File: config.mk
export PLATFORM = sky130hd
export DESIGN_NAME = tile_bg_renderer
export DESIGN_NICKNAME = d
export VERILOG_FILES = /design/src/rtl/tile_bg_renderer.sv
export SDC_FILE = /design/constraint.sdc
export NUM_CORES = 1
export LEC_CHECK = 0
export CAP_MARGIN = 20
export CELL_PAD_IN_SITES_DETAIL_PLACEMENT = 1
export CELL_PAD_IN_SITES_GLOBAL_PLACEMENT = 2
export CORE_MARGIN = 2
export CORE_UTILIZATION = 40
export CTS_BUF_LIST = sky130_fd_sc_hd__clkbuf_2
export CTS_CLUSTER_SIZE = 24
export DETAILED_ROUTE_END_ITERATION = 10
export MAX_ROUTING_LAYER = met4
export PLACE_DENSITY_LB_ADDON = 0.1
export SYNTH_ARGS = -nofsm -noshare
export SYNTH_HDL_FRONTEND = slang
export SYNTH_SLANG_ARGS = --single-unit
File: constraint.sdc
create_clock -name vga_clk -period 5.05 [get_ports vga_clk]
set_input_delay 1.01 -clock vga_clk [delete_from_list [all_inputs] [get_ports vga_clk]]
set_output_delay 1.01 -clock vga_clk [all_outputs]
set_load 0.005 [all_outputs]
File: src/rtl/tile_bg_renderer.sv
// ============================================================================
// Module   : tile_bg_renderer
// Purpose  : Pipelined background renderer. Scales a 2^IMG_W_LOG2 x
//            2^IMG_H_LOG2 palette-indexed bitmap up to the VGA raster with
//            shift-based scaling, wrap-around scrolling, an external ROM of
//            configurable read latency and a runtime-writable palette.
// Ports    : vga_clk, Reset (sync, active-high)
//            DrawX, DrawY, blank       raster position / active-video flag
//            scroll_x, scroll_y        texel scroll offsets (latched per frame)
//            rom_address, rom_q        external texel ROM interface
//            pal_we, pal_idx, pal_data palette write port ({R,G,B} 4b each)
//            fade_go, fade_dir         per-frame fade step (BG_FADE_EN only)
//            red, green, blue, opaque  registered pixel output
// Config   : define BG_FADE_EN to enable the per-frame brightness fade.
// Latency  : DrawX/DrawY/blank sample to colour output = ROM_LAT + 2 cycles.
// Revision : 1.0 - initial release
// ============================================================================
`default_nettype none

module tile_bg_renderer #(
    parameter int IMG_W_LOG2  = 6,
    parameter int IMG_H_LOG2  = 6,
    parameter int SCALE_SHIFT = 3,
    parameter int IDX_W       = 4,
    parameter int ROM_LAT     = 1,
    parameter int TRANS_IDX   = 0
) (
    input  logic                             vga_clk,
    input  logic                             Reset,
    input  logic [9:0]                       DrawX,
    input  logic [9:0]                       DrawY,
    input  logic                             blank,
    input  logic [IMG_W_LOG2-1:0]            scroll_x,
    input  logic [IMG_H_LOG2-1:0]            scroll_y,
    output logic [IMG_W_LOG2+IMG_H_LOG2-1:0] rom_address,
    input  logic [IDX_W-1:0]                 rom_q,
    input  logic                             pal_we,
    input  logic [IDX_W-1:0]                 pal_idx,
    input  logic [11:0]                      pal_data,
    input  logic                             fade_go,
    input  logic                             fade_dir,
    output logic [3:0]                       red,
    output logic [3:0]                       green,
    output logic [3:0]                       blue,
    output logic                             opaque
);

    // Address stage, ROM_LAT ROM cycles, index register, palette/output stage.
    localparam int             c_PIPE      = ROM_LAT + 2;
    localparam int             c_PAL_DEPTH = 2 ** IDX_W;
    localparam logic [IDX_W-1:0] c_TRANS   = IDX_W'(TRANS_IDX);

    // ------------------------------------------------------------------
    // Address stage
    // ------------------------------------------------------------------
    logic [IMG_W_LOG2-1:0] r_scroll_x;
    logic [IMG_H_LOG2-1:0] r_scroll_y;
    logic                  w_frame_start;
    logic [IMG_W_LOG2-1:0] w_scroll_x;
    logic [IMG_H_LOG2-1:0] w_scroll_y;
    logic [9:0]            w_col;
    logic [9:0]            w_row;
    logic [IMG_W_LOG2-1:0] w_sx;
    logic [IMG_H_LOG2-1:0] w_sy;

    assign w_frame_start = (DrawX == 10'd0) && (DrawY == 10'd0);

    // Pixel (0,0) must already see the newly requested scroll, so bypass
    // the latch on the frame-start cycle.
    assign w_scroll_x = w_frame_start ? scroll_x : r_scroll_x;
    assign w_scroll_y = w_frame_start ? scroll_y : r_scroll_y;

    assign w_col = DrawX >> SCALE_SHIFT;
    assign w_row = DrawY >> SCALE_SHIFT;

    // Truncation to the texel width gives the wrap-around for free.
    assign w_sx = w_col[IMG_W_LOG2-1:0] + w_scroll_x;
    assign w_sy = w_row[IMG_H_LOG2-1:0] + w_scroll_y;

    logic w_unused_coord;
    assign w_unused_coord = &{1'b0, w_col, w_row};

    always_ff @(posedge vga_clk) begin
        if (Reset) begin
            r_scroll_x  <= '0;
            r_scroll_y  <= '0;
            rom_address <= '0;
        end else begin
            if (w_frame_start) begin
                r_scroll_x <= scroll_x;
                r_scroll_y <= scroll_y;
            end
            rom_address <= {w_sy, w_sx};
        end
    end

    // ------------------------------------------------------------------
    // blank delay line, aligned with the colour path
    // ------------------------------------------------------------------
    logic [c_PIPE-1:0] r_blank_sr;

    always_ff @(posedge vga_clk) begin
        if (Reset) begin
            r_blank_sr <= '0;
        end else begin
            r_blank_sr <= {r_blank_sr[c_PIPE-2:0], blank};
        end
    end

    // ------------------------------------------------------------------
    // Index register and palette
    // ------------------------------------------------------------------
    logic [IDX_W-1:0] r_idx;
    logic [11:0]      r_pal [c_PAL_DEPTH];
    logic [11:0]      w_entry;

    always_ff @(posedge vga_clk) begin
        if (Reset) begin
            r_idx <= '0;
        end else begin
            r_idx <= rom_q;
        end
    end

    // A write and a lookup in the same cycle: the lookup reads the array
    // before the edge, so it returns the old entry.
    always_ff @(posedge vga_clk) begin
        if (Reset) begin
            for (int i = 0; i < c_PAL_DEPTH; i++) begin
                r_pal[i] <= '0;
            end
        end else if (pal_we) begin
            r_pal[pal_idx] <= pal_data;
        end
    end

    assign w_entry = r_pal[r_idx];

    // ------------------------------------------------------------------
    // Optional fade
    // ------------------------------------------------------------------
    logic [3:0] w_red;
    logic [3:0] w_green;
    logic [3:0] w_blue;

`ifdef BG_FADE_EN
    logic [4:0] r_level;
    logic [7:0] w_prod_r;
    logic [7:0] w_prod_g;
    logic [7:0] w_prod_b;

    // (c * L) >> 4 with L in 0..16; the product never exceeds 240.
    assign w_prod_r = {4'd0, w_entry[11:8]} * {3'd0, r_level};
    assign w_prod_g = {4'd0, w_entry[7:4]}  * {3'd0, r_level};
    assign w_prod_b = {4'd0, w_entry[3:0]}  * {3'd0, r_level};
    assign w_red    = w_prod_r[7:4];
    assign w_green  = w_prod_g[7:4];
    assign w_blue   = w_prod_b[7:4];

    logic w_unused_fade;
    assign w_unused_fade = &{1'b0, w_prod_r[3:0], w_prod_g[3:0], w_prod_b[3:0]};

    always_ff @(posedge vga_clk) begin
        if (Reset) begin
            r_level <= 5'd16;
        end else if (w_frame_start && fade_go) begin
            if (fade_dir && (r_level != 5'd16)) begin
                r_level <= r_level + 5'd1;
            end else if (!fade_dir && (r_level != 5'd0)) begin
                r_level <= r_level - 5'd1;
            end
        end
    end
`else
    assign w_red   = w_entry[11:8];
    assign w_green = w_entry[7:4];
    assign w_blue  = w_entry[3:0];

    logic w_unused_fade;
    assign w_unused_fade = &{1'b0, fade_go, fade_dir};
`endif

    // ------------------------------------------------------------------
    // Output stage
    // ------------------------------------------------------------------
    always_ff @(posedge vga_clk) begin
        if (Reset || !r_blank_sr[c_PIPE-1]) begin
            red    <= 4'd0;
            green  <= 4'd0;
            blue   <= 4'd0;
            opaque <= 1'b0;
        end else begin
            red    <= w_red;
            green  <= w_green;
            blue   <= w_blue;
            opaque <= (r_idx != c_TRANS);
        end
    end

endmodule

`default_nettype wire

==> flow_summary.json <==
{
  "rr_endpoint": "red[1]$_SDFF_PP0_",
  "critPathMaxFanout": 8,
  "violations": "design-rule violations",
  "hold_viol_final": 0,
  "cap_violations": 0,
  "synth_cell_types": 42,
  "cts_tree": "yes",
  "p_sw_uw": 981,
  "ir_drop_uv": 172,
  "final_cell_mix": "and2_1 (200), edfxtp_1 (192), clkbuf_2 (98)",
  "pin_count": 83,
  "start_util_pct": 40.8,
  "holdPathStages": 1,
  "r2r-start": "r_idx[0]$_SDFF_PP0_",
  "worstPathRequired_ns": 5.84,
  "rsz0062_at_grt": "false",
  "wl_um": 27000,
  "holdCritStartpoint": "r_blank_sr[0]$_SDFF_PP0_",
  "final_nets": 915,
  "vias": 6354,
  "postCtsSetupRepairBufs": 0,
  "core_um2": 26100,
  "cp_slowest_stage_delay_ns": 0.59,
  "syn_inst": 734,
  "finalCriticalPeriod_ns": 3.69,
  "r2r_setup_slack_ns": 2.57,
  "grt.overflow.total": 0,
  "clock_path_buffers": 3,
  "grt_pass1_wl_um": 41500,
  "synth_edf_count": 192,
  "core.rowCount": 59,
  "status": "finished with violations",
  "ant_nets": 0,
  "crit_type": "primary input to flop",
  "p_per_area_nw_per_um2": 314,
  "max_slew_margin_pct": 28.7,
  "firstDrtPassIters": 7,
  "reg2reg_depth": 5,
  "clock_latency_ns": 0.87,
  "cts_resized": 0,
  "setup_tns_ns": 0,
  "area_growth_pct": 16.2,
  "drive_gt1_share_pct": 22.0,
  "drt-initial-drc-count": 355,
  "setup_slack_ns": 1.36,
  "cp_slowest_cell": "or4_1",
  "synthArstFlopShare_pct": 0,
  "numCtsBuffers": 60,
  "power.clock.fraction_pct": 34.1,
  "clockRootBuffer": "clkbuf_2",
  "cts_sinks": 236,
  "syn_nets": 804,
  "worst_pin_slew_ns": 1.07,
  "power_frac_comb_pct": 8.5,
  "vias_per_cell": 5.18,
  "syn_area_per_cell_um2": 14.5,
  "wl_per_cell_um": 22.0,
  "grt_max_degree": 50,
  "ys_ff_latch": 236,
  "synth_flop_cell": "edfxtp_1",
  "setup_viol": 0,
  "post_dp_cell_area_um2": 11800,
  "start_kind": "primary input",
  "place.gp.congestion": 0.759,
  "cts_hold_buf": 0,
  "p_int_mw": 2.91,
  "die_x_um": 167,
  "antenna_found_initial": 3,
  "path_clk_slew_ns": 0.11,
  "hp-class": "flop to flop",
  "place_ws_ns": 0.427,
  "p_sw_share_pct": 25.2,
  "p_seq_share_pct": 57.4,
  "post-route-period-util_pct": 73.1,
  "power_leakage_nw": 4.50,
  "stdcell_area_um2": 12400,
  "end_kind": "flop",
  "ys.warnings.count": 0,
  "grt_usage_pct": 20.5,
  "io_buffers": 80,
  "die_y_um": 167,
  "grt_pass1_vias": 7143,
  "die_area_um2": 28000,
  "finalClockSkew_ns": 0.0584,
  "layout_commonest_cell": "and2_1",
  "cp_cell_sequence": "clkdlybuf4s50_1 > nor4_1 > nand2_1 > nor2_8 > mux2i_1 > inv_1 > ha_1 > a21o_1 > a21oi_1 > o21ai_0 > or4_1 > nand4_1",
  "crit_arrival_ns": 4.49,
  "drc": 3,
  "slew_violations": 0,
  "syn_area_um2": 10700,
  "htree_num_levels": 2,
  "max_freq_mhz": 271,
  "yosysSeqAreaShare_pct": 62.4,
  "whs_endpoint": "r_blank_sr[1]$_SDFF_PP0_",
  "hpwl_um": 17500
}
[worst max path at each step]
stage	slack (ns)	from	to
floorplan	1.48	DrawY[3]	rom_address[11]$_SDFF_PP0_
global placement	0.53	DrawY[4]	rom_address[11]$_SDFF_PP0_
detailed placement	0.43	DrawY[4]	rom_address[5]$_SDFF_PP0_
CTS	1.35	DrawY[4]	rom_address[5]$_SDFF_PP0_
global route	1.07	DrawY[3]	rom_address[5]$_SDFF_PP0_
finish	1.36	DrawY[3]	rom_address[5]$_SDFF_PP0_
[stage by stage]
stage | power (mW) | util [%] | std cells | hold slack, ns
floorplan | 2.44 | - | 734 | 0.414
global placement | 2.60 | 45.2 | 1117 | 0.430
detailed placement | 2.62 | 45.2 | 1117 | 0.449
CTS | 3.95 | 47.3 | 1223 | 0.463
global route | 4.07 | 47.4 | 1226 | 0.500
finish | 3.89 | 47.4 | 1226 | 0.463
[metal layers]
layer / wire, um / vias up / GRT usage (%) / share of wire, %
li1: - / 2934 / - / -
met1: 11600 / 3197 / 25.6 / 43
met2: 13100 / 175 / 33.4 / 49
met3: 1630 / 48 / 4.68 / 6.0
met4: 614 / 0 / 6.50 / 2.3
met5: 0 / - / - / 0
[logic make-up after synthesis]
logic type	after synthesis	share of synthesized area [%]
DFF	236	62.4
muxes	70	12.6
AOI/OAI and AO/OA	58	3.62
buffers and inverters	62	2.51
adders and majority gates	12	1.55
xor gates and xnor gates	6	0.493
and+or+nand+nor	290	16.9
[registers in the layout, indices dropped and copies added (netlist names)]
| name | flops |
|---|---|
| r_blank_sr | 3 |
| r_scroll_x | 6 |
| r_pal | 192 |
| red | 4 |
| opaque | 1 |
| green | 4 |
| blue | 4 |
| r_scroll_y | 6 |
| r_idx | 4 |
| rom_address | 12 |
[critical path: cells and delay by family]
family                     cells  cell delay [ns]
and+or+nand+nor                5             1.68
AOI/OAI and AO/OA              3             0.63
buffers and inverters          2             0.53
muxes                          1             0.36
adders and majority gates      1             0.28
[Yosys cell counts (4+ instances only)]
master	instances	area [um2]
clkbuf_1	41	154
xor2_1	6	52.6
a21o_1	4	30.0
a21oi_1	8	40.0
inv_1	9	33.8
and2_1	200	1250
nor2_1	26	97.6
dfxtp_1	44	881
nand2_1	8	30.0
mux2_4	8	120
mux2i_1	14	140
or2_2	4	25.0
nor2b_1	22	138
nand4_1	4	25.0
o21ai_0	14	70.1
ha_1	10	125
a211oi_1	24	180
buf_2	7	35.0
edfxtp_1	192	5770
mux4_2	48	1080
[power by group through the flow]
stage / Clock, mW / Sequential, mW / Combinational [mW]
final: 1.33 / 2.23 / 0.330
after CTS: 1.38 / 2.24 / 0.331
after global routing: 1.47 / 2.24 / 0.359
after floorplan: 0 / 2.26 / 0.184
after global placement: 0 / 2.28 / 0.324
after detailed placement: 0 / 2.28 / 0.330
[layout make-up]
type / instances / area [um2]
diodes: 2 / 5.00
clock inverters: 8 / 65.1
flip-flops and latches: 236 / 6650
well taps: 335 / 419
inverters: 9 / 33.8
clock buffers: 98 / 490
repair buffers: 102 / 978
multi-input cells: 436 / 3740
fillers: 2719 / 13700
Note: power is estimated with default switching activity, not from simulation.
